## config.mk

```make
export PLATFORM = sky130hd
export DESIGN_NAME = exe_unit_mc
export DESIGN_NICKNAME = d
export VERILOG_FILES = /design/src/rtl/exe_unit_mc.sv
export SDC_FILE = /design/constraint.sdc
export NUM_CORES = 1
export LEC_CHECK = 0
export CORE_MARGIN = 8
export CORE_UTILIZATION = 60
export CTS_BUF_LIST = sky130_fd_sc_hd__clkbuf_4
export CTS_CLUSTER_DIAMETER = 150
export CTS_CLUSTER_SIZE = 14
export DETAILED_ROUTE_END_ITERATION = 8
export HOLD_SLACK_MARGIN = 0.06
export PLACE_DENSITY = 0.8
export REMOVE_ABC_BUFFERS = 1
export SLEW_MARGIN = 20
export SYNTH_ARGS = -nofsm -noshare
export SYNTH_HDL_FRONTEND = slang
export SYNTH_SLANG_ARGS = --single-unit
```

## constraint.sdc

```tcl
create_clock -name clk -period 6.4 [get_ports clk]
set_clock_uncertainty 0.2 [all_clocks]
set_input_delay 0.96 -clock clk [delete_from_list [all_inputs] [get_ports clk]]
set_output_delay 0.96 -clock clk [all_outputs]
set_load 0.005 [all_outputs]
```

## src/rtl/exe_unit_mc.sv

```systemverilog
`default_nettype none
// ============================================================================
// Module   : exe_unit_mc
// Purpose  : Multi-cycle execute unit for an LC-3-style core. Takes one
//            decoded op over a valid/ready handshake, reads the internal
//            register file, runs ADD/AND/NOT/LEA/BR, writes back, updates
//            the NZP condition codes and returns the resolved next IP.
//            The unit is strictly serial: IDLE -> EXEC -> WB -> IDLE.
// Revision : 1.0 - initial release
// ----------------------------------------------------------------------------
// Ports
//   clk, rst         clock / synchronous active-high reset
//   in_valid         decoded op present
//   in_ready         unit can accept (IDLE only)
//   op               0 NOP, 1 ADD, 2 AND, 3 NOT, 4 LEA, 5 BR, 6-7 illegal
//   use_imm          ADD/AND: operand B is imm instead of reg[sr2]
//   sr1, sr2, dr     source / destination register indices
//   imm              pre-sign-extended immediate / branch offset
//   nzp_mask         BR condition mask {n,z,p}
//   ip               already-incremented IP of this op
//   done             one-cycle pulse: op retired
//   result           value written (0 for NOP/BR/illegal)
//   next_ip          resolved next IP, valid with done
//   br_taken         BR condition met, valid with done
//   illegal          op 6/7 retired, valid with done
//   nzp              current condition codes {n,z,p}
//   dbg_addr         debug register read index
//   dbg_data         combinational read of reg[dbg_addr]
// ============================================================================
module exe_unit_mc #(
  parameter int DATA_W  = 16,
  parameter int REG_CNT = 8,
  parameter int REG_AW  = 3,
  parameter int ADDR_W  = 16
) (
  input  logic              clk,
  input  logic              rst,
  input  logic              in_valid,
  output logic              in_ready,
  input  logic [2:0]        op,
  input  logic              use_imm,
  input  logic [REG_AW-1:0] sr1,
  input  logic [REG_AW-1:0] sr2,
  input  logic [REG_AW-1:0] dr,
  input  logic [DATA_W-1:0] imm,
  input  logic [2:0]        nzp_mask,
  input  logic [ADDR_W-1:0] ip,
  output logic              done,
  output logic [DATA_W-1:0] result,
  output logic [ADDR_W-1:0] next_ip,
  output logic              br_taken,
  output logic              illegal,
  output logic [2:0]        nzp,
  input  logic [REG_AW-1:0] dbg_addr,
  output logic [DATA_W-1:0] dbg_data
);

  localparam logic [2:0] OP_NOP = 3'd0;
  localparam logic [2:0] OP_ADD = 3'd1;
  localparam logic [2:0] OP_AND = 3'd2;
  localparam logic [2:0] OP_NOT = 3'd3;
  localparam logic [2:0] OP_LEA = 3'd4;
  localparam logic [2:0] OP_BR  = 3'd5;

  typedef enum logic [1:0] {
    S_IDLE = 2'd0,
    S_EXEC = 2'd1,
    S_WB   = 2'd2
  } state_t;

  state_t state;

  // Op fields captured on accept; the input bus is free after that.
  logic [2:0]        op_q;
  logic              use_imm_q;
  logic [REG_AW-1:0] sr1_q;
  logic [REG_AW-1:0] sr2_q;
  logic [REG_AW-1:0] dr_q;
  logic [DATA_W-1:0] imm_q;
  logic [2:0]        mask_q;
  logic [ADDR_W-1:0] ip_q;

  logic [DATA_W-1:0] regs [REG_CNT];

  // Execute datapath (operates on the captured op)
  logic [DATA_W-1:0] opa;
  logic [DATA_W-1:0] opb;
  logic [ADDR_W-1:0] imm_a;
  logic [ADDR_W-1:0] ip_plus_imm;
  logic [DATA_W-1:0] alu_res;
  logic              alu_wr;
  logic              alu_taken;
  logic              alu_ill;
  logic [ADDR_W-1:0] alu_nip;
  logic [2:0]        alu_nzp;

  assign in_ready = (state == S_IDLE);
  assign dbg_data = regs[dbg_addr];

  assign opa         = regs[sr1_q];
  assign opb         = use_imm_q ? imm_q : regs[sr2_q];
  // Offset is brought to the IP width by truncation or zero-padding.
  assign imm_a       = ADDR_W'(imm_q);
  assign ip_plus_imm = ip_q + imm_a;

  always_comb begin
    alu_res   = '0;
    alu_wr    = 1'b0;
    alu_taken = 1'b0;
    alu_ill   = 1'b0;
    alu_nip   = ip_q;
    case (op_q)
      OP_ADD: begin
        alu_res = opa + opb;
        alu_wr  = 1'b1;
      end
      OP_AND: begin
        alu_res = opa & opb;
        alu_wr  = 1'b1;
      end
      OP_NOT: begin
        alu_res = ~opa;
        alu_wr  = 1'b1;
      end
      OP_LEA: begin
        alu_res = DATA_W'(ip_plus_imm);
        alu_wr  = 1'b1;
      end
      OP_BR: begin
        // Condition uses the codes as they stand while this op executes.
        alu_taken = |(mask_q & nzp);
        alu_nip   = alu_taken ? ip_plus_imm : ip_q;
      end
      OP_NOP: begin
        alu_res = '0;
      end
      default: begin
        alu_ill = 1'b1;
      end
    endcase
  end

  // Exactly one code bit set for any written value.
  assign alu_nzp = {alu_res[DATA_W-1],
                    (alu_res == '0),
                    (!alu_res[DATA_W-1] && (alu_res != '0))};

  // Results, write-back and the done pulse are all registered at the end of
  // EXEC so that everything is observable together during the WB cycle.
  always_ff @(posedge clk) begin
    if (rst) begin
      state     <= S_IDLE;
      done      <= 1'b0;
      result    <= '0;
      next_ip   <= '0;
      br_taken  <= 1'b0;
      illegal   <= 1'b0;
      nzp       <= 3'b010;
      op_q      <= OP_NOP;
      use_imm_q <= 1'b0;
      sr1_q     <= '0;
      sr2_q     <= '0;
      dr_q      <= '0;
      imm_q     <= '0;
      mask_q    <= '0;
      ip_q      <= '0;
      for (int i = 0; i < REG_CNT; i++) begin
        regs[i] <= '0;
      end
    end else begin
      case (state)
        S_IDLE: begin
          done <= 1'b0;
          if (in_valid) begin
            op_q      <= op;
            use_imm_q <= use_imm;
            sr1_q     <= sr1;
            sr2_q     <= sr2;
            dr_q      <= dr;
            imm_q     <= imm;
            mask_q    <= nzp_mask;
            ip_q      <= ip;
            state     <= S_EXEC;
          end
        end
        S_EXEC: begin
          result   <= alu_res;
          next_ip  <= alu_nip;
          br_taken <= alu_taken;
          illegal  <= alu_ill;
          done     <= 1'b1;
          if (alu_wr) begin
            regs[dr_q] <= alu_res;
            nzp        <= alu_nzp;
          end
          state <= S_WB;
        end
        S_WB: begin
          done  <= 1'b0;
          state <= S_IDLE;
        end
        default: begin
          done  <= 1'b0;
          state <= S_IDLE;
        end
      endcase
    end
  end

endmodule
`default_nettype wire
```

# Word level (Yosys, flattened, before mapping)
# Memories as Yosys holds them, arrays and structs flattened. A register that Yosys moved wholly into a read port is not among the register bits.
# Cells that the tools add are included.
# totals
register_bits,88
mem_bits_rw,128
in_bits,54
output_inout_bits,55
wordCells,63
memories,1
# mem_list
memory,words,width,rd,rd_clocked_by_memory_dff,wr,line_no,text
regs,8,16,3,2,8,83,logic [DATA_W-1:0] regs [REG_CNT];
# op_classes
addsub,2
n_eq_ne,7
n_mux,23
bitwise,3
reduce_logical,12
# op_table
cell,n
two-way mux 16 bit,4
one-hot mux 16 bit (4 select lines),1
adder 16 bit,2
bitwise AND 16 bit,1
logical NOT 16 bit,1
inverter 16 bit,1
nonzero test 16 bit,1
OR reduction 16 bit,1
two-way mux 3 bit,5
two-way mux 1 bit,11
== test 3 x 2 -> 1 bit (second input constant),2
== test 3 bit (second input constant),2
OR reduction 6 bit,1
one-hot mux 2 bit (2 select lines),1
AND reduction 2 bit,2
OR reduction 4 bit,1
bitwise AND 3 bit,1
== test 3 x 1 -> 1 bit (second input constant),1
logical NOT 3 bit,1
OR reduction 3 bit,1
== test 2 x 1 -> 1 bit (second input constant),1
logical NOT 2 bit,1
two-way mux 2 bit,1
!= test 2 bit (second input constant),1
2 further kinds,2

# Logic depth before layout (Yosys ltp)
# Gate-level depths: netlist of run 1.
# logic_depth
word_depth,9
mapped_depth,17
ltp_nobuf,14

# Worst setup path before layout of run 1
# No wires, ideal clock.
# synth_path
kind,register -> register
start,reg with a tool-made name
end,reg nzp[1]
setup_time_ns,0.059
t_arrival_ns,4.595
required_time_ns,6.141
slack_ns,1.545
stages_incl_launch_ff,17
path_buffers,2
synth_period_minus_slack_ns,4.855
path_cell_list,dfxtp_1 clkbuf_1 buf_1 mux4_2 mux2i_1 o21ai_0 ha_1 fa_1 a211oi_2 o21a_1 nor4_1 or3_1 a31o_1 a221oi_2 and2_1 and4_4 a31o_1
# synth_lines
item,line_no,text
"end signal, assigned",194,nzp <= alu_nzp;
"end, declared",53,"output logic [2:0] nzp,"

==> summary.txt, run 1 <==
Worst setup path
  – Worst Reg-to-Reg Cells: 14
  – Critical Path RT: approximately 6.8 ns
  – Worst setup SP type: flip-flop
  – CP endpoint: nzp[0]
  – R2R setup slack: 1.23 ns
  – CP Data Arrival Time: between 5 and 6 ns
  – CP Max Fanout: 17
  – R2R Path End: nzp[0]
  – Crit end category: flip-flop
  – Setup CP Type: flip-flop to flip-flop

Synthesis
  – Seq/Total Area, Yosys: 44.40%
  – Syn_area_per_cell: between 10 and 15 um2
  – Top cell type by total area after synthesis: edfxtp_1
  – Synth Instances: ~1.2k
  – Synth Cell Area: 0.01290 mm2
  – Main synth FF type: edfxtp_1
  – Post-synth cell types: 72
  – Share of the synthesized area in the top cell type: between 20 and 30%
  – EDFF count, synth: ~130
  – Area contributors post-synth: edfxtp_1, mux4_2, dfxtp_1
  – Synth Register Bits: ~220
  – Synth Warn #: 0
  – Post-synth ARST share: 0%

Timing
  – Final Hold Slack: 0.2651 ns
  – Fin crit share: between 80 and 90%
  – Setup TNS: 0 ns
  – Fmax: about 190 MHz
  – Post-route minimum period: between 5 and 6 ns
  – Worst-Margin Slew: between 1 and 1.5 ns
  – Slew margin rel.: between 20 and 25%
  – Fin. Hold Viols: 0
  – Max Slew Vio Count: 0
  – RSZ-0062 raised after global routing: false
  – Final Setup Violations: 0

Global routing
  – Global-route wire length before repair: roughly 57,000 um
  – Overall routing resource usage: 27.79%
  – Largest net degree at the start of global routing: 55
  – Vias in the first global route: between 9k and 10k
  – Gr ovfl total: 0
  – Antenna violations before repair: 1

Hold path
  – HP Class: flip-flop to flip-flop

CTS
  – Worst-Skew Late Latency: 0.71 ns
  – Root Buffer: clkbuf_4
  – CTS tree: done
  – Clock slew at reported path FFs: 0.15 ns
  – Total setup buffers inserted after CTS: 0
  – Total CTS buffers: 19
  – Hold-fix buffers, CTS: 0
  – Clk buf depth: 3
  – Post-CTS Resized: 0
  – H-tree levels: 1
  – TritonCTS Sinks: around 220

Status
  – Outcome: finished clean

Final layout
  – Ratio of cells with drive above 1 in the final layout: 16.69%
  – Area Growth Syn to Fin: 11.70%
  – Final net count: roughly 1.3k
  – Fill cell count: about 1.6k
  – Final instance area: 0.01441 mm2
  – Final Util: 68.31%

Job
  – Max Cap Viol: 0

Drt
  – WL final: 37,430 um
  – DR vias/cell: 6.641
  – Drt drc: 0
  – Vias: about 10k
  – Antenna viol nets, final: 0
  – Pre-Repair DR Iteration Count: 6
  – DR iter-0 viols: ~1.3k
  – Drt wl/cell: between 20 and 25 um

Floorplan
  – Die height: around 160 um
  – Die width: 162.6 um
  – I/O pins: 109
  – Die area: around 0.026 mm2
  – Core area: approximately 0.021 mm2
  – Row count: 53
  – Starting Density: between 60% and 70%

Placement
  – GPL Wtd Cong: just under 1
  – Placed cell area: approximately 0.014 mm2
  – Post-DP HPWL: 25,690 um
  – Port-buffer cells: between 100 and 150

Power
  – P per Cell Area: ~210 mW/mm2
  – Maximum vdd drop: between 0.00015 and 0.0002 V
  – Leak pwr: about 5 nW
## power breakdown
| group | switching [mW] | internal, mW |
|---|---|---|
| combinational | 0.392 | 0.321 |
| sequential | 0.0642 | 1.57 |
| clock | 0.455 | 0.213 |
| total | 0.911 | 2.10 |
## state kept, by name (all words and copies together), names as in the netlist, named ones only
name and count:
regs 128, imm_a 16, ip_q 16, next_ip 16
result 16, dr_q 3, mask_q 3, nzp 3
op_q 3, sr1_q 3, sr2_q 3, state 2
br_taken 1, done 1, illegal 1, use_imm_q 1
## synth_stat cells (3+ instances only)
master    number
a21o_1        13
xnor2_1        8
a22oi_1        3
nand3_1        9
ha_1          31
o22ai_1        3
o21ai_0       44
o31ai_1        3
buf_1         11
or3_1          4
nand2_1      175
nor3_1         5
and3_1         4
a21oi_2        5
inv_1         14
and2_1         7
buf_2          8
nand2b_1      15
a31oi_1        4
o21a_1         4
a221oi_2       6
clkbuf_1      54
xor2_1        12
a21oi_1       79
mux4_1         9
dfxtp_1       94
mux2i_1       26
nand4_1        7
a211oi_1      15
mux2_2        30
mux4_2        87
edfxtp_1     128
a211o_1        3
o21bai_1       3
o211ai_1       6
nor2_1       179
buf_4          3
buf_6          3
nor2b_1       11
a311oi_1       6
o21ai_1        3
a31o_1         3
## worst min-delay path by stage
| stage | start | endpoint | slack [ns] | depth (start not counted) |
|---|---|---|---|---|
| after floorplan | sr2_q[0] | flip-flop | 0.23 | 2 |
| after global placement | result[0] | result[0] | 0.24 | 2 |
| after detailed placement | mask_q[0] | mask_q[0] | 0.25 | 2 |
| after CTS | mask_q[0] | mask_q[0] | 0.26 | 2 |
| after global routing | mask_q[0] | mask_q[0] | 0.28 | 2 |
| final | next_ip[2] | next_ip[2] | 0.27 | 2 |
## per-stage QoR
stage          cells  power (mW)  worst slack (ns)
5_1_grt         1540       3.124            0.9460
3_3_place_gp    1507       2.348             1.310
4_1_cts         1539       3.010             1.264
6_report        1540       3.013             1.228
2_1_floorplan   1097       2.094             1.035
3_5_place_dp    1507       2.363             1.308
## area by class of cell
class                           instances  area [um2]  share of cell area [%]
Timing Repair Buffer                  135        1274                   8.842
Clock buffer                           30       225.2                   1.563
Tap cell                              275       344.1                   2.389
Antenna cell                            1       2.502                 0.01737
Multi-Input combinational cell        861        6771                   47.01
Clock inverter                          2       7.507                 0.05211
Inverter                               14       52.55                  0.3648
Sequential cell                       222        5728                   39.76
## metal layers
metal | wire [um] | share of wire, % | vias to the layer above | global-route usage [%]
met4 | 1421 | 3.8 | 0 | 11.47
met1 | 14480 | 39 | 4957 | 37.75
met2 | 17560 | 47 | 642 | 44.02
li1 | - | - | 4534 | -
met5 | 0 | 0 | - | 0
met3 | 3968 | 11 | 94 | 4.398
## kinds of logic (layout without fill, tap and decap cells)
logic type,count (synthesis),after routing,share of synthesized area (%)
AOI/OAI and AO/OA,227,227,12.03
xor gates and xnor gates,20,20,1.358
adders and majority gates,33,33,3.318
buffers and inverters,94,181,3.202
DFF,222,222,44.40
muxes,153,153,21.78
other,0,1,0
and+or+nand+nor,428,428,13.91
## placed cells by master (no fill, tap or decap), types with 4 or more instances in the layout
cell type	n
a211oi_1	15
a21o_1	13
a21oi_1	79
a21oi_2	5
a221oi_2	6
a311oi_1	6
a31oi_1	4
and2_1	6
and3_1	4
buf_4	27
clkbuf_4	30
clkdlybuf4s50_1	106
dfxtp_1	92
edfxtp_1	128
ha_1	31
inv_1	14
mux2_2	30
mux2i_1	26
mux4_1	9
mux4_2	87
nand2_1	174
nand2b_1	13
nand3_1	9
nand4_1	7
nor2_1	178
nor2b_1	10
nor3_1	5
o211ai_1	6
o21a_1	4
o21ai_0	44
or3_1	4
xnor2_1	8
xor2_1	12
## worst max-delay path, cell delays in order (launching register included)
cell,delay (ns)
dfxtp_2,0.76
mux4_2,0.58
mux2i_1,0.21
o21ai_0,0.11
ha_1,0.28
fa_1,0.48
a211oi_2,0.35
o21a_1,0.24
o21bai_1,0.15
a21oi_1,0.24
a31oi_1,0.13
xor2_1,0.17
a221oi_2,0.69
and4_4,0.37
o41ai_2,0.06
(Power assumes the default switching activity.)
==> run 2, diff against run 1 <==
CORE_UTILIZATION = 55   (was 60)
PLACE_DENSITY = 0.77   (was 0.8)
clock period = 4.7 ns   (was 6.4 ns; I/O delays follow)
==> run 2 against run 1 <==
Against the previous run:
- power rose by 37%
- flip-flop and latch count is the same
- cell area rose by 2.7%
- sequential share of layout area fell by 1.0 points
- largest cell class unchanged
==> summary.txt, run 2 (synthesis results as in run 1) <==
Status
  – Outcome: finished clean (unchanged)

Hold path
  – HP Class: flip-flop to flip-flop (unchanged)
  – Hold Path Depth: 2 (unchanged)

Power
  – Internal power: 2.894 mW (was 2.102 mW)
  – Leak pwr: 5.207 nW (was 4.991 nW)
  – Sw power: 1.244 mW (was 911.5 uW)
  – Maximum vdd drop: 0.0002471 V (was 0.0001638 V)
  – Switching fraction of total power: 30.06% (was 30.25%)
  – Combinational share of power: 24.7% (was 23.7%)
  – Clk pwr share: 21.9% (was 22.2%)
  – Reg power frac: 53.3% (was 54.2%)
  – P per Cell Area: 279.8 mW/mm2 (was 209.2 mW/mm2)

Placement
  – Port-buffer cells: 108 (unchanged)
  – Post-DP HPWL: 27,120 um (was 25,690 um)
  – GPL Wtd Cong: 0.9469 (was 0.9671)

CTS
  – Worst-Skew Late Latency: 0.68 ns (was 0.71 ns)
  – Clk buf depth: 3 (unchanged)
  – CTS tree: done (unchanged)
  – Total CTS buffers: 19 (unchanged)
  – Clock slew at reported path FFs: 0.16 ns (was 0.15 ns)
  – Post-CTS Resized: 0 (unchanged)
  – TritonCTS Sinks: 222 (unchanged)
  – H-tree levels: 1 (unchanged)
  – Root Buffer: clkbuf_4 (unchanged)

Floorplan
  – Row count: 56 (was 53)
  – Die width: 169.1 um (was 162.6 um)
  – Die area: 0.02860 mm2 (was 0.02644 mm2)
  – Starting Density: 55.44% (was 61.15%)
  – I/O pins: 109 (unchanged)
  – Die height: 169.1 um (was 162.6 um)
  – Core area: 0.02326 mm2 (was 0.02109 mm2)

Job
  – Max Cap Viol: 0 (unchanged)

Worst setup path
  – Setup CP Type: flip-flop to flip-flop (unchanged)
  – Worst setup SP type: flip-flop (unchanged)
  – CP Data Arrival Time: 4.75 ns (was 5.53 ns)
  – CP Max Fanout: 13 (was 17)
  – Critical Path RT: 5.04 ns (was 6.76 ns)
  – Worst Reg-to-Reg Cells: 14 (unchanged)
  – Crit end category: flip-flop (unchanged)

Timing
  – Fin crit share: 93.77% (was 80.81%)
  – Max Slew Vio Count: 0 (unchanged)
  – Fmax: 226.9 MHz (was 193.4 MHz)
  – Final Hold Slack: 0.2643 ns (was 0.2651 ns)
  – Slew margin rel.: 28.56% (was 20.76%)
  – Final Setup Violations: 0 (unchanged)
  – Worst-Margin Slew: 1.069 ns (was 1.185 ns)
  – RSZ-0062 raised after global routing: false (unchanged)
  – Post-route minimum period: 4.407 ns (was 5.172 ns)
  – Setup TNS: 0 ns (unchanged)
  – Fin. Hold Viols: 0 (unchanged)

Drt
  – Drt drc: 0 (unchanged)
  – Drt wl/cell: 23.14 um (was 24.31 um)
  – WL final: 37,690 um (was 37,430 um)
  – Vias: 10.26k (was 10.23k)
  – Antenna viol nets, final: 0 (unchanged)
  – DR iter-0 viols: 1,158 (was 1,318)
  – DR vias/cell: 6.296 (was 6.641)
  – Pre-Repair DR Iteration Count: 5 (was 6)

Final layout
  – Final Util: 63.58% (was 68.31%)
  – Ratio of cells with drive above 1 in the final layout: 19.17% (was 16.69%)
  – Most flops, register: regs (unchanged)
  – Final net count: 1,385 (was 1,340)
  – Fill cell count: 1,939 (was 1,599)
  – Commonest non-fill, non-tap cell in the layout: nor2_1 (unchanged)
  – Area Growth Syn to Fin: 14.69% (was 11.70%)
  – Largest register FFs: 128 (unchanged)
  – Most frequent cells in the layout: nor2_1, nand2_1, edfxtp_1 (unchanged)

Global routing
  – Global-route wire length before repair: 58,270 um (was 57,080 um)
  – Vias in the first global route: 10.10k (was 9,959)
  – Overall routing resource usage: 26.23% (was 27.79%)
  – Largest net degree at the start of global routing: 53 (was 55)
  – Antenna violations before repair: 1 (unchanged)
  – Gr ovfl total: 0 (unchanged)
[run 2: path summary, 6_finish.rpt]
| path | slack (ns) | end | startpoint |
|---|---|---|---|
| max | 0.29 | nzp[0] | flip-flop |
| min | 0.26 | next_ip[8] | next_ip[8] |
| max reg2reg | 0.29 | nzp[0] | flip-flop |
| min reg2reg | 0.26 | next_ip[8] | next_ip[8] |
[run 2: layout make-up]
class / instances / area (um2) / area share [%]
flip-flops and latches: 222 / 5728 / 38.73
clock buffers: 30 / 225.2 / 1.523
repair buffers: 180 / 1614 / 10.91
diodes: 1 / 2.502 / 0.01692
inverters: 14 / 52.55 / 0.3553
clock inverters: 2 / 7.507 / 0.05076
multi-input cells: 861 / 6761 / 45.72
well taps: 319 / 399.1 / 2.699
[run 2: power groups by stage]
stage | sequential [mW] | clock, mW | combinational, mW
after floorplan | 2.25 | 0 | 0.602
after global placement | 2.24 | 0 | 1.00
after detailed placement | 2.25 | 0 | 1.01
after CTS | 2.20 | 0.931 | 1.02
after global routing | 2.22 | 1.00 | 1.10
final | 2.21 | 0.907 | 1.02
[run 2: through the flow]
| stage | instance area, um2 | total power, mW | cells | worst slack (ns) |
|---|---|---|---|---|
| 4_1_cts | 14790 | 4.153 | 1628 | 0.2958 |
| 6_report | 14790 | 4.138 | 1629 | 0.2926 |
| 2_1_floorplan | 12540 | 2.851 | 1097 | -0.6646 |
| 3_5_place_dp | 14550 | 3.261 | 1595 | 0.3444 |
| 3_3_place_gp | 14550 | 3.243 | 1595 | 0.4202 |
| 5_1_grt | 14790 | 4.316 | 1629 | 0.09653 |
[run 2: critical path, cell delays in order, from the launching register on]
cell,delay [ns]
dfxtp_2,0.41
buf_4,0.29
buf_4,0.24
mux4_2,0.51
mux2i_1,0.26
o21ai_0,0.12
ha_1,0.41
nand4_1,0.19
nor4_1,0.54
o21ai_0,0.17
a31o_1,0.25
a221oi_2,0.23
and2_1,0.16
and4_4,0.24
o41ai_2,0.06
[run 2: what timing repair did]
action,CTS,global route
endpoints found under the hold margin,1,0
hold buffers,1,0
buffers inserted,0,0
[run 2: layer usage]
layer,track usage (%),part of all wire (%),vias up
met5,0,0,-
met4,9.388,3.8,0
met3,4.566,9.6,92
met2,43.29,48,559
met1,34.44,39,4976
li1,-,-,4629
==> run 3, diff against run 2 <==
CTS_CLUSTER_SIZE = 10   (was 14)
==> run 3 against run 2 <==
Against the previous run:
- combinational power about the same
- die area stayed put
- routed wire length up 0.41%
- worst hold slack lost 0.0043 ns
- register-to-register slack got worse by 0.03 ns
- cell area is 0.68% higher
- sequential power is essentially flat
- core utilization is 0.43 points higher
==> summary.txt, run 3 (synthesis results as in run 1) <==
Worst setup path
  – Worst setup SP type: flip-flop (unchanged)
  – Crit end category: flip-flop (unchanged)
  – Buf+Inv Stages, Crit Path: 2 (unchanged)
  – Critical Path RT: 5.09 ns (was 5.04 ns)
  – CP Max Fanout: 13 (unchanged)
  – CP Data Arrival Time: 4.83 ns (was 4.75 ns)
  – Max incr delay on CP: 0.57 ns (was 0.54 ns)
  – Setup CP Type: flip-flop to flip-flop (unchanged)
  – CP Cell Sequence: buf_4, buf_4, mux4_2, mux2i_1, o21ai_0, ha_1, nand4_1, nor4_1, o21ai_0, a31o_1, a221oi_2, and2_1, and4_4, o41ai_2 (unchanged)
  – CP delay by family, top: simple AND/OR/NAND/NOR gates (unchanged)
  – Slowest-stage cell, CP: nor4_1 (unchanged)

Drt
  – DR vias/cell: 6.282 (was 6.296)
  – WL final: 37,850 um (was 37,690 um)
  – Drt drc: 0 (unchanged)
  – Vias: 10.31k (was 10.26k)
  – Drt wl/cell: 23.06 um (was 23.14 um)
  – Pre-Repair DR Iteration Count: 6 (was 5)
  – Antenna viol nets, final: 0 (unchanged)
  – DR iter-0 viols: 1,087 (was 1,158)

CTS
  – TritonCTS Sinks: 222 (unchanged)
  – CTS tree: done (unchanged)
  – H-tree levels: 1 (unchanged)
  – Worst-Skew Late Latency: 0.73 ns (was 0.68 ns)
  – Clock slew at reported path FFs: 0.11 ns (was 0.16 ns)
  – Clk buf depth: 3 (unchanged)
  – Post-CTS Resized: 0 (unchanged)
  – Total CTS buffers: 26 (was 19)
  – Root Buffer: clkbuf_4 (unchanged)

Final layout
  – Ratio of cells with drive above 1 in the final layout: 19.91% (was 19.17%)
  – Most flops, register: regs (unchanged)
  – Commonest non-fill, non-tap cell in the layout: nor2_1 (unchanged)
  – Most frequent cells in the layout: nor2_1, nand2_1, edfxtp_1 (unchanged)
  – Final Util: 64.01% (was 63.58%)
  – Final instance area: 0.01489 mm2 (was 0.01479 mm2)
  – Area Growth Syn to Fin: 15.46% (was 14.69%)
  – Fill cell count: 1,916 (was 1,939)
  – Largest register FFs: 128 (unchanged)
  – Final net count: 1,392 (was 1,385)

Power
  – Total power: 4.304 mW (was 4.138 mW)
  – Maximum vdd drop: 0.0002319 V (was 0.0002471 V)
  – Internal power: 3.009 mW (was 2.894 mW)
  – Clk pwr share: 24.9% (was 21.9%)
  – Combinational share of power: 23.8% (was 24.7%)
  – Switching fraction of total power: 30.08% (was 30.06%)
  – P per Cell Area: 289.0 mW/mm2 (was 279.8 mW/mm2)
  – Leak pwr: 5.262 nW (was 5.207 nW)
  – Sw power: 1.295 mW (was 1.244 mW)
  – Reg power frac: 51.3% (was 53.3%)

Hold path
  – HP Class: flip-flop to flip-flop (unchanged)

Timing
  – RSZ-0062 raised after global routing: false (unchanged)
  – Setup ws final: 0.2583 ns (was 0.2926 ns)
  – Fmax: 225.1 MHz (was 226.9 MHz)
  – Final Setup Violations: 0 (unchanged)
  – Worst-Margin Slew: 1.067 ns (was 1.069 ns)
  – Slew margin rel.: 28.68% (was 28.56%)
  – Fin crit share: 94.50% (was 93.77%)
  – Post-route minimum period: 4.442 ns (was 4.407 ns)
  – Max Slew Vio Count: 0 (unchanged)
  – Fin. Hold Viols: 0 (unchanged)

Global routing
  – Gr ovfl total: 0 (unchanged)
  – Global-route wire length before repair: 58,350 um (was 58,270 um)
  – Antenna violations before repair: 1 (unchanged)
  – Largest net degree at the start of global routing: 53 (unchanged)
  – Overall routing resource usage: 26.26% (was 26.23%)
  – Vias in the first global route: 10.15k (was 10.10k)

Job
  – Max Cap Viol: 0 (unchanged)

Floorplan
  – Die height: 169.1 um (unchanged)
  – Core area: 0.02326 mm2 (unchanged)
  – Die width: 169.1 um (unchanged)
  – Row count: 56 (unchanged)
  – Starting Density: 55.44% (unchanged)
  – I/O pins: 109 (unchanged)
  – Die area: 0.02860 mm2 (unchanged)

Placement
  – GPL Wtd Cong: 0.9469 (unchanged)
  – Post-DP HPWL: 27,120 um (unchanged)
  – Port-buffer cells: 108 (unchanged)
  – DP Worst Slack: 0.3444 ns (unchanged)
  – Placed cell area: 0.01455 mm2 (unchanged)

Status
  – Outcome: finished clean (unchanged)
[run 3: cell types whose count changed in the layout (fill, tap and decap cells not counted)]
cell      delta
inv_6        +1
clkinv_4     +1
clkbuf_4    +12
inv_2        -2
[run 3: final timing paths]
check,startpoint,endpoint,slack (ns),cells past startpoint
min reg2reg,next_ip[8],next_ip[8],0.26,2
min,next_ip[8],next_ip[8],0.26,2
max reg2reg,flip-flop,nzp[0],0.26,14
max,flip-flop,nzp[0],0.26,14
[run 3: worst register-to-register path, delay by kind of cell, from the launching register on]
family          cells  cell delay [ns]
mux                 2             0.77
flops               1             0.39
simple gates        4             1.16
buf+inv             2             0.54
fa+ha+maj           1             0.41
compound gates      5             0.83
[run 3: power by group through the flow]
stage                     clock network [mW]  logic, mW  registers, mW
final                                   1.07       1.02           2.21
after detailed placement                   0       1.01           2.25
after floorplan                            0      0.602           2.25
after global placement                     0       1.00           2.24
after CTS                               1.09       1.02           2.20
after global routing                    1.16       1.10           2.22
[run 3: layout make-up]
type	count	area [um2]	area share, %
diodes	1	2.502	0.01681
clock buffers	42	315.3	2.117
clock inverters	2	17.52	0.1176
inverters	14	52.55	0.3529
multi-input cells	861	6761	45.41
flip-flops and latches	222	5728	38.47
well taps	319	399.1	2.680
repair buffers	180	1614	10.84
[run 3: metal layers]
metal  vias up  global-route usage [%]  part of all wire, %
li1       4647                       -                    -
met1      5042                   34.76                   40
met2       526                   42.71                   47
met3        94                   4.566                  8.6
met4         0                   10.12                  3.9
met5         -                       0                    0
[run 3: repair_timing]
item	CTS	global route
buffers inserted	0	0
hold buffers	1	0
hold endpoints to repair	1	0
[run 3: stage by stage]
stage | std cells | TNS (ns) | hold WS, ns
floorplan | 1097 | -10.93 | 0.2285
global placement | 1595 | 0 | 0.2407
detailed placement | 1595 | 0 | 0.2448
CTS | 1640 | 0 | 0.2642
global route | 1641 | 0 | 0.2760
finish | 1641 | 0 | 0.2600
